### src/rtl/serial_comp_ctrl.sv
// ---------------------------------------------------------------------------
// serial_comp_ctrl : sequences two WIDTH-bit words through a bit-serial L/E/G comparator
// Rev 1.0
// ---------------------------------------------------------------------------
`default_nettype none

module serial_comp_ctrl #(
   parameter int WIDTH     = 4,
   parameter bit LSB_FIRST = 1'b1
) (
   input  logic             clock,
   input  logic             reset,
   input  logic             start,
   input  logic [WIDTH-1:0] a_word,
   input  logic [WIDTH-1:0] b_word,
   output logic             busy,
   output logic             done,
   output logic             lt,
   output logic             eq,
   output logic             gt,
   output logic             err,
   output logic             sc_reset,
   output logic             sc_a,
   output logic             sc_b,
   input  logic             sc_L,
   input  logic             sc_E,
   input  logic             sc_G
);

   localparam int CW = (WIDTH > 1) ? $clog2(WIDTH) : 1;

   typedef enum logic [1:0] {
      S_IDLE   = 2'd0,
      S_CLR    = 2'd1,
      S_SHIFT  = 2'd2,
      S_SAMPLE = 2'd3
   } state_t;

   state_t           state_q, state_d;
   logic [WIDTH-1:0] a_sh_q, a_sh_d, b_sh_q, b_sh_d;
   logic [CW-1:0]    cnt_q, cnt_d;
   logic             done_q, done_d;
   logic             lt_q, lt_d, eq_q, eq_d, gt_q, gt_d, err_q, err_d;

   logic             a_head, b_head;
   logic [WIDTH-1:0] a_next, b_next;
   logic             lge_onehot;

   // Head bit and shift direction follow the comparator's significance order.
   generate
      if (LSB_FIRST) begin : g_lsb_first
         assign a_head = a_sh_q[0];
         assign b_head = b_sh_q[0];
         assign a_next = {1'b0, a_sh_q[WIDTH-1:1]};
         assign b_next = {1'b0, b_sh_q[WIDTH-1:1]};
      end else begin : g_msb_first
         assign a_head = a_sh_q[WIDTH-1];
         assign b_head = b_sh_q[WIDTH-1];
         assign a_next = {a_sh_q[WIDTH-2:0], 1'b0};
         assign b_next = {b_sh_q[WIDTH-2:0], 1'b0};
      end
   endgenerate

   assign lge_onehot = ({sc_L, sc_E, sc_G} == 3'b100) ||
                       ({sc_L, sc_E, sc_G} == 3'b010) ||
                       ({sc_L, sc_E, sc_G} == 3'b001);

   always_comb begin
      state_d = state_q;
      a_sh_d  = a_sh_q;
      b_sh_d  = b_sh_q;
      cnt_d   = cnt_q;
      done_d  = 1'b0;
      lt_d    = lt_q;
      eq_d    = eq_q;
      gt_d    = gt_q;
      err_d   = err_q;
      case (state_q)
         S_IDLE: begin
            if (start) begin
               a_sh_d  = a_word;
               b_sh_d  = b_word;
               state_d = S_CLR;
            end
         end
         S_CLR: begin
            cnt_d   = '0;
            state_d = S_SHIFT;
         end
         S_SHIFT: begin
            a_sh_d = a_next;
            b_sh_d = b_next;
            cnt_d  = cnt_q + CW'(1);
            if (cnt_q == CW'(WIDTH - 1)) begin
               state_d = S_SAMPLE;
            end
         end
         S_SAMPLE: begin
            // Captured as-is even when not one-hot; err flags the anomaly.
            lt_d    = sc_L;
            eq_d    = sc_E;
            gt_d    = sc_G;
            err_d   = ~lge_onehot;
            done_d  = 1'b1;
            state_d = S_IDLE;
         end
         default: state_d = S_IDLE;
      endcase
   end

   always_ff @(posedge clock) begin
      if (!reset) begin
         state_q <= S_IDLE;
         a_sh_q  <= '0;
         b_sh_q  <= '0;
         cnt_q   <= '0;
         done_q  <= 1'b0;
         lt_q    <= 1'b0;
         eq_q    <= 1'b0;
         gt_q    <= 1'b0;
         err_q   <= 1'b0;
      end else begin
         state_q <= state_d;
         a_sh_q  <= a_sh_d;
         b_sh_q  <= b_sh_d;
         cnt_q   <= cnt_d;
         done_q  <= done_d;
         lt_q    <= lt_d;
         eq_q    <= eq_d;
         gt_q    <= gt_d;
         err_q   <= err_d;
      end
   end

   // The comparator is cleared alongside the controller and kept quiet outside SHIFT.
   assign sc_reset = ~reset | (state_q == S_CLR);
   assign sc_a     = (state_q == S_SHIFT) ? a_head : 1'b0;
   assign sc_b     = (state_q == S_SHIFT) ? b_head : 1'b0;

   assign busy = (state_q != S_IDLE);
   assign done = done_q;
   assign lt   = lt_q;
   assign eq   = eq_q;
   assign gt   = gt_q;
   assign err  = err_q;

endmodule

`default_nettype wire

### config.mk
export PLATFORM = sky130hd
export DESIGN_NAME = serial_comp_ctrl
export DESIGN_NICKNAME = d
export VERILOG_FILES = /design/src/rtl/serial_comp_ctrl.sv
export SDC_FILE = /design/constraint.sdc
export NUM_CORES = 1
export LEC_CHECK = 0
export ABC_AREA = 1
export BUFFER_PORTS_ARGS = -buffer_cell sky130_fd_sc_hd__buf_2
export CORE_MARGIN = 4
export CORE_UTILIZATION = 44
export DETAILED_ROUTE_END_ITERATION = 8
export HOLD_SLACK_MARGIN = 0.15
export PLACE_DENSITY = 0.72
export SLEW_MARGIN = 20
export SYNTH_ARGS = -nofsm -noshare
export SYNTH_HDL_FRONTEND = slang
export SYNTH_SLANG_ARGS = --single-unit
### constraint.sdc
create_clock -name clock -period 1.4 [get_ports clock]
set_input_delay 0.35 -clock clock [delete_from_list [all_inputs] [get_ports clock]]
set_output_delay 0.35 -clock clock [all_outputs]
set_load 0.005 [all_outputs]
---- Word-level counts from Yosys, hierarchy flattened ----
Index checks and enable logic that the tools add are counted.
word-level totals
  bits in registers ....................... 17
  input port bits ......................... 14
  word-level logic and storage cells ...... 41
  output and inout port bits .............. 9
cells by class
  reductions and logical operators ........ 8
  $add $sub $neg .......................... 1
  equality and inequality tests ........... 9
  bitwise operators ....................... 3
  muxes and demuxes ....................... 11
operators by type and width
  kind                 count
  $pmux 4 s2           2
  $mux 4               2
  $pmux 2 s4           1
  $eq 2x2->1 const B   3
  $reduce_bool 2->1    3
  $mux 2               2
  $ne 2x2->1 const B   2
  $pmux 2 s2           1
  $reduce_and 2->1     2
  $eq 3x1->1 const B   1
  $eq 3x2->1 const B   1
  $eq 3x3->1 const B   1
  $mux 1               3
  $add 2x1->2 const B  1
  $eq 2x1->1 const B   1
  $logic_not 2->1      1
  $logic_or 1x1->1     2
  $not 1->1            2
  $or 1x1->1           1

---- Logic depth before layout (Yosys ltp) ----
  depth in word-level cells ............... 4
  gate-level depth with buffers ........... 8
  mapped depth without buffers ............ 7

---- Worst setup path before layout ----
No wires, ideal clock.
  path kind ............................... reg-to-reg
  start ................................... register state_q[0]
  end ..................................... register a_sh_q[0]
  library setup time ...................... 0.116 ns
  clock period less this slack ............ 1.322 ns
  arrival ................................. 1.206 ns
  path slack .............................. 0.078 ns
  stages on the path, launching flop included .. 8
  path through ............................ dfxtp_1 -> inv_1 -> ha_1 -> buf_6 -> o21ai_2 -> inv_2 -> nor2_1 -> nor2_1
on the way
  longest elaborated chain between the ends .. 3
ends and longest elaborated chain
  item                                                       RTL line  source
  start, declared                                            39        state_t state_q, state_d;
  start signal, assigned                                     123       state_q <= state_d;
  $eq 2x2->1 or $logic_not 2->1 (tied branches)              78        case (state_q)
  $reduce_bool 2->1 (no line) or $ne 2x2->1 (tied branches)  --
  $reduce_and 2->1 (no line)                                 --
  end signal, assigned                                       124       a_sh_q <= a_sh_d;
  end, declared                                              40        logic [WIDTH-1:0] a_sh_q, a_sh_d, b_sh_q, b_sh_d;
Several ways; a longest one is shown, not always the timed one.
A chain may end at the register's enable or synchronous reset.

---- Worst setup path after layout ----
  start ................................... register state_q[1]
  end ..................................... output sc_reset
on the way
  longest elaborated chain between the ends .. 2
ends and longest elaborated chain
  item           RTL line  source
  $eq 2x1->1     136       assign sc_reset = ~reset | (state_q == S_CLR);
  $or 1x1->1     136
  end, declared  22        output logic sc_reset,
Every way passes these cells.

==> metrics.txt <==
# TYPE chip_impl_metric gauge
chip_impl_metric{name="worst-path-max-fanout",unit=""} 2
chip_impl_metric{name="worst_setup_hold_path_clk_slew",unit="ps"} 100
chip_impl_metric{name="num-nets-final",unit=""} 167
chip_impl_metric{name="yosys.area.top_type_share",unit="%"} 42.2
chip_impl_metric{name="detail_route.drc_violations",unit=""} 0
chip_impl_metric{name="globalplace.congestion",unit=""} 0.770
chip_impl_metric{name="clk-insertion-delay-late",unit="ps"} 290
chip_impl_info{name="critPathLaunchType",value="register"} 1
chip_impl_metric{name="syn-instance-count",unit=""} 114
chip_impl_metric{name="fillCellCount",unit=""} 151
chip_impl_metric{name="grt.total_usage",unit="%"} 16.7
chip_impl_metric{name="ant_nets",unit=""} 0
chip_impl_metric{name="chipHeight",unit="um"} 50.8
chip_impl_metric{name="synth.ff_latch_count",unit=""} 17
chip_impl_metric{name="irDropWorstVdd",unit="uV"} 964
chip_impl_metric{name="timing.final.crit_share",unit="%"} 109
chip_impl_metric{name="first_pass_grt_wire_length",unit="um"} 3300
chip_impl_metric{name="syn2layout_area_growth",unit="%"} 38.8
chip_impl_metric{name="routed_wirelength",unit="um"} 1910
chip_impl_metric{name="final_layout_size_suffix_gt1_share",unit="%"} 32.9
chip_impl_metric{name="worst_slew_margin_rel",unit="%"} 82.1
chip_impl_metric{name="drv_cap",unit=""} 0
chip_impl_metric{name="synth_enable_flop_cells",unit=""} 0
chip_impl_metric{name="cts_made_buffers",unit=""} 3
chip_impl_metric{name="max_slew.worst_pin.slew",unit="ps"} 269
chip_impl_metric{name="netlist_area",unit="um2"} 806
chip_impl_metric{name="cts_max_level",unit=""} 1
chip_impl_metric{name="count_of_pins_over_their_slew_limit",unit=""} 0
chip_impl_metric{name="detailed_placement_wirelength_estimate",unit="um"} 1350
chip_impl_info{name="netlist.top_cell.by_area",value="dfxtp_1"} 1
chip_impl_info{name="hold_path_class",value="in -> reg"} 1
chip_impl_metric{name="grt_max_degree",unit=""} 14
chip_impl_metric{name="synth.avg_cell_area",unit="um2"} 7.07
chip_impl_metric{name="final.min_clock_period",unit="ps"} 1530
chip_impl_info{name="path_class",value="reg -> out"} 1
chip_impl_metric{name="setup-violations-final",unit=""} 6
chip_impl_metric{name="std_cell_rows",unit=""} 15
chip_impl_metric{name="final_cell_area",unit="mm2"} 0.00112
chip_impl_metric{name="placed_cell_area",unit="um2"} 962
chip_impl_metric{name="synthesis.nets",unit=""} 134
chip_impl_metric{name="skew",unit="ps"} 3.67
chip_impl_info{name="cts_root_buf",value="clkbuf_4"} 1
chip_impl_metric{name="power.leakage",unit="nW"} 0.570
chip_impl_metric{name="numClockSinks",unit=""} 17
chip_impl_metric{name="finalHoldViolCount",unit=""} 0
chip_impl_metric{name="clock_tree.buffer_depth",unit=""} 2
chip_impl_metric{name="num_vias",unit=""} 796
chip_impl_metric{name="wl_per_cell",unit="um"} 11.2
chip_impl_info{name="crit_path_end_kind",value="output pin"} 1
chip_impl_metric{name="cp.arrival",unit="ps"} 1180
chip_impl_metric{name="power.density",unit="mW/mm2"} 1870
chip_impl_metric{name="finish.utilization",unit="%"} 64.8
chip_impl_metric{name="data_required_time_of_the_worst_path",unit="ps"} 1050
chip_impl_info{name="failed_checks",value="negative setup slack"} 1
chip_impl_metric{name="core_area",unit="mm2"} 0.00173
chip_impl_metric{name="post_layout_nonfiller_instances",unit=""} 171
chip_impl_metric{name="post_drt_via_cell_ratio",unit=""} 4.65
chip_impl_metric{name="number_of_antenna_diodes",unit=""} 0
chip_impl_info{name="ys_top_cells_by_area",value="dfxtp_1, nand2_1, ha_1"} 1
chip_impl_metric{name="first_global_vias",unit=""} 786
chip_impl_metric{name="io-pin-count",unit=""} 23
chip_impl_metric{name="ys_seq_area_share",unit="%"} 42.2
chip_impl_info{name="yosys.cell_count.top_type",value="nand2_1"} 1
chip_impl_metric{name="clock.fmax",unit="MHz"} 655
chip_impl_info{name="critical-path-slowest-cell",value="dfxtp_2"} 1
chip_impl_info{name="cell_by_cell_listing_of_the_critical_path",value="inv_4, ha_4, or2_4, buf_6"} 1
chip_impl_info{name="tritoncts",value="built"} 1
chip_impl_info{name="ys.flop_type",value="dfxtp_1"} 1
chip_impl_metric{name="synth_async_sr_flop_share",unit="%"} 0
chip_impl_metric{name="cp.buffers_inverters",unit=""} 2
chip_impl_info{name="cp_top_family",value="flip-flops"} 1
chip_impl_info{name="synthTopCellsByCount",value="nand2_1, nor2_1, dfxtp_1, inv_1, o21ai_0"} 1
chip_impl_metric{name="port_buffers",unit=""} 22
chip_impl_metric{name="timing.final.ws_setup",unit="ps"} -126
chip_impl_metric{name="ys_types",unit=""} 16
chip_impl_metric{name="die-area",unit="mm2"} 0.00258
chip_impl_info{name="grt_setup_unrepaired",value="yes"} 1
chip_impl_metric{name="drt-pass1-iter-count",unit=""} 4
chip_impl_metric{name="initial_core_util",unit="%"} 46.7
chip_impl_metric{name="placed_cells",unit=""} 163
chip_impl_metric{name="antenna_found_initial",unit=""} 0
chip_impl_metric{name="global_route.overflow_total",unit=""} 0
chip_impl_metric{name="yosysWarnings",unit=""} 0
chip_impl_metric{name="first_iter_violations",unit=""} 6
chip_impl_metric{name="die_w",unit="um"} 50.8
chip_impl_metric{name="worst_path_largest_cell_delay",unit="ps"} 370
chip_impl_info{name="run_status",value="finished with violations"} 1
routing by layer:
metal	GRT usage, %	vias up	share of wire (%)
li1	-	425	-
met1	19.7	355	44
met2	30.2	12	51
met3	3.86	4	3.2
met4	4.04	0	1.3
met5	0	-	0
metrics by stage:
step	power [W]	hold WS, ps	TNS, ps	setup WS, ps
final	0.00209	324	-433	-126
after global routing	0.00225	333	-1190	-165
after CTS	0.00200	316	-444	-139
after detailed placement	0.00146	455	-4.38	-2.33
after global placement	0.00143	449	0	35.2
after floorplan	0.00125	441	0	78.3
flip-flops by register name, indices dropped and copies added (netlist names):
signal and flops:
b_sh_q 4, lt 1, gt 1, a_sh_q 4
done 1, state_q 2, cnt_q 2, eq 1
err 1
placed cells by master, fill, tap and decap left out:
| cell type | Yosys | layout |
|---|---|---|
| nand4_1 | 2 | 2 |
| or2_4 | 0 | 1 |
| clkinv_2 | 0 | 1 |
| inv_1 | 10 | 7 |
| buf_6 | 1 | 2 |
| a211oi_1 | 1 | 1 |
| a21oi_1 | 8 | 8 |
| clkbuf_4 | 0 | 3 |
| o21ai_2 | 1 | 1 |
| o21ai_4 | 0 | 1 |
| o21ai_1 | 1 | 3 |
| nand2_1 | 32 | 30 |
| dfxtp_1 | 17 | 15 |
| buf_2 | 0 | 20 |
| dfxtp_2 | 0 | 2 |
| o21ai_0 | 10 | 8 |
| inv_2 | 2 | 3 |
| nand2_2 | 0 | 2 |
| inv_4 | 0 | 2 |
| ha_4 | 0 | 3 |
| buf_4 | 0 | 5 |
| ha_1 | 6 | 3 |
| nor2_1 | 20 | 20 |
| nand3_1 | 1 | 1 |
| buf_12 | 0 | 2 |
worst paths after layout:
| check | from | end | slack (ps) | cells past startpoint |
|---|---|---|---|---|
| worst max-delay path | state_q[1] | sc_reset | -130 | 4 |
| worst max register to register | state_q[0] | a_sh_q[1] | -20 | 7 |
| worst min-delay path | sc_L | lt | 320 | 3 |
| worst min register to register | err | err | 470 | 2 |
worst min-delay path, stage by stage:
cell and delay [ps]:
buf_2 100, nor2_1 50, nor2_1 80
where the power goes:
group | switching [W] | internal [W]
Clock | 0.000157 | 0.000106
Combinational | 0.000565 | 0.000515
Sequential | 0.0000937 | 0.000651
timing repair:
item / in CTS / in global routing
hold buffers: 0 / 0
cloned: 0 / 1
pin swaps: 2 / 2
resized for setup: 15 / 6
setup endpoints to repair: 10 / 13
buffers inserted: 3 / 0
layout make-up:
class | instances | area (um2) | share of cell area (%)
timing repair buffer | 29 | 200 | 17.9
sequential | 17 | 343 | 30.6
tap | 25 | 31.3 | 2.80
inverter | 12 | 50.0 | 4.47
multi-input combinational | 84 | 467 | 41.7
clock buffer | 3 | 22.5 | 2.01
clock inverter | 1 | 5.00 | 0.447
logic make-up (layout without fill, tap and decap cells):
| logic type | Yosys count | after routing | synth area share (%) |
|---|---|---|---|
| compound gates | 21 | 22 | 13.8 |
| simple gates | 56 | 56 | 27.2 |
| fa+ha+maj | 6 | 6 | 9.32 |
| flops | 17 | 17 | 42.2 |
| buf+inv | 14 | 45 | 7.45 |
Power figures use the tool's default switching activity.
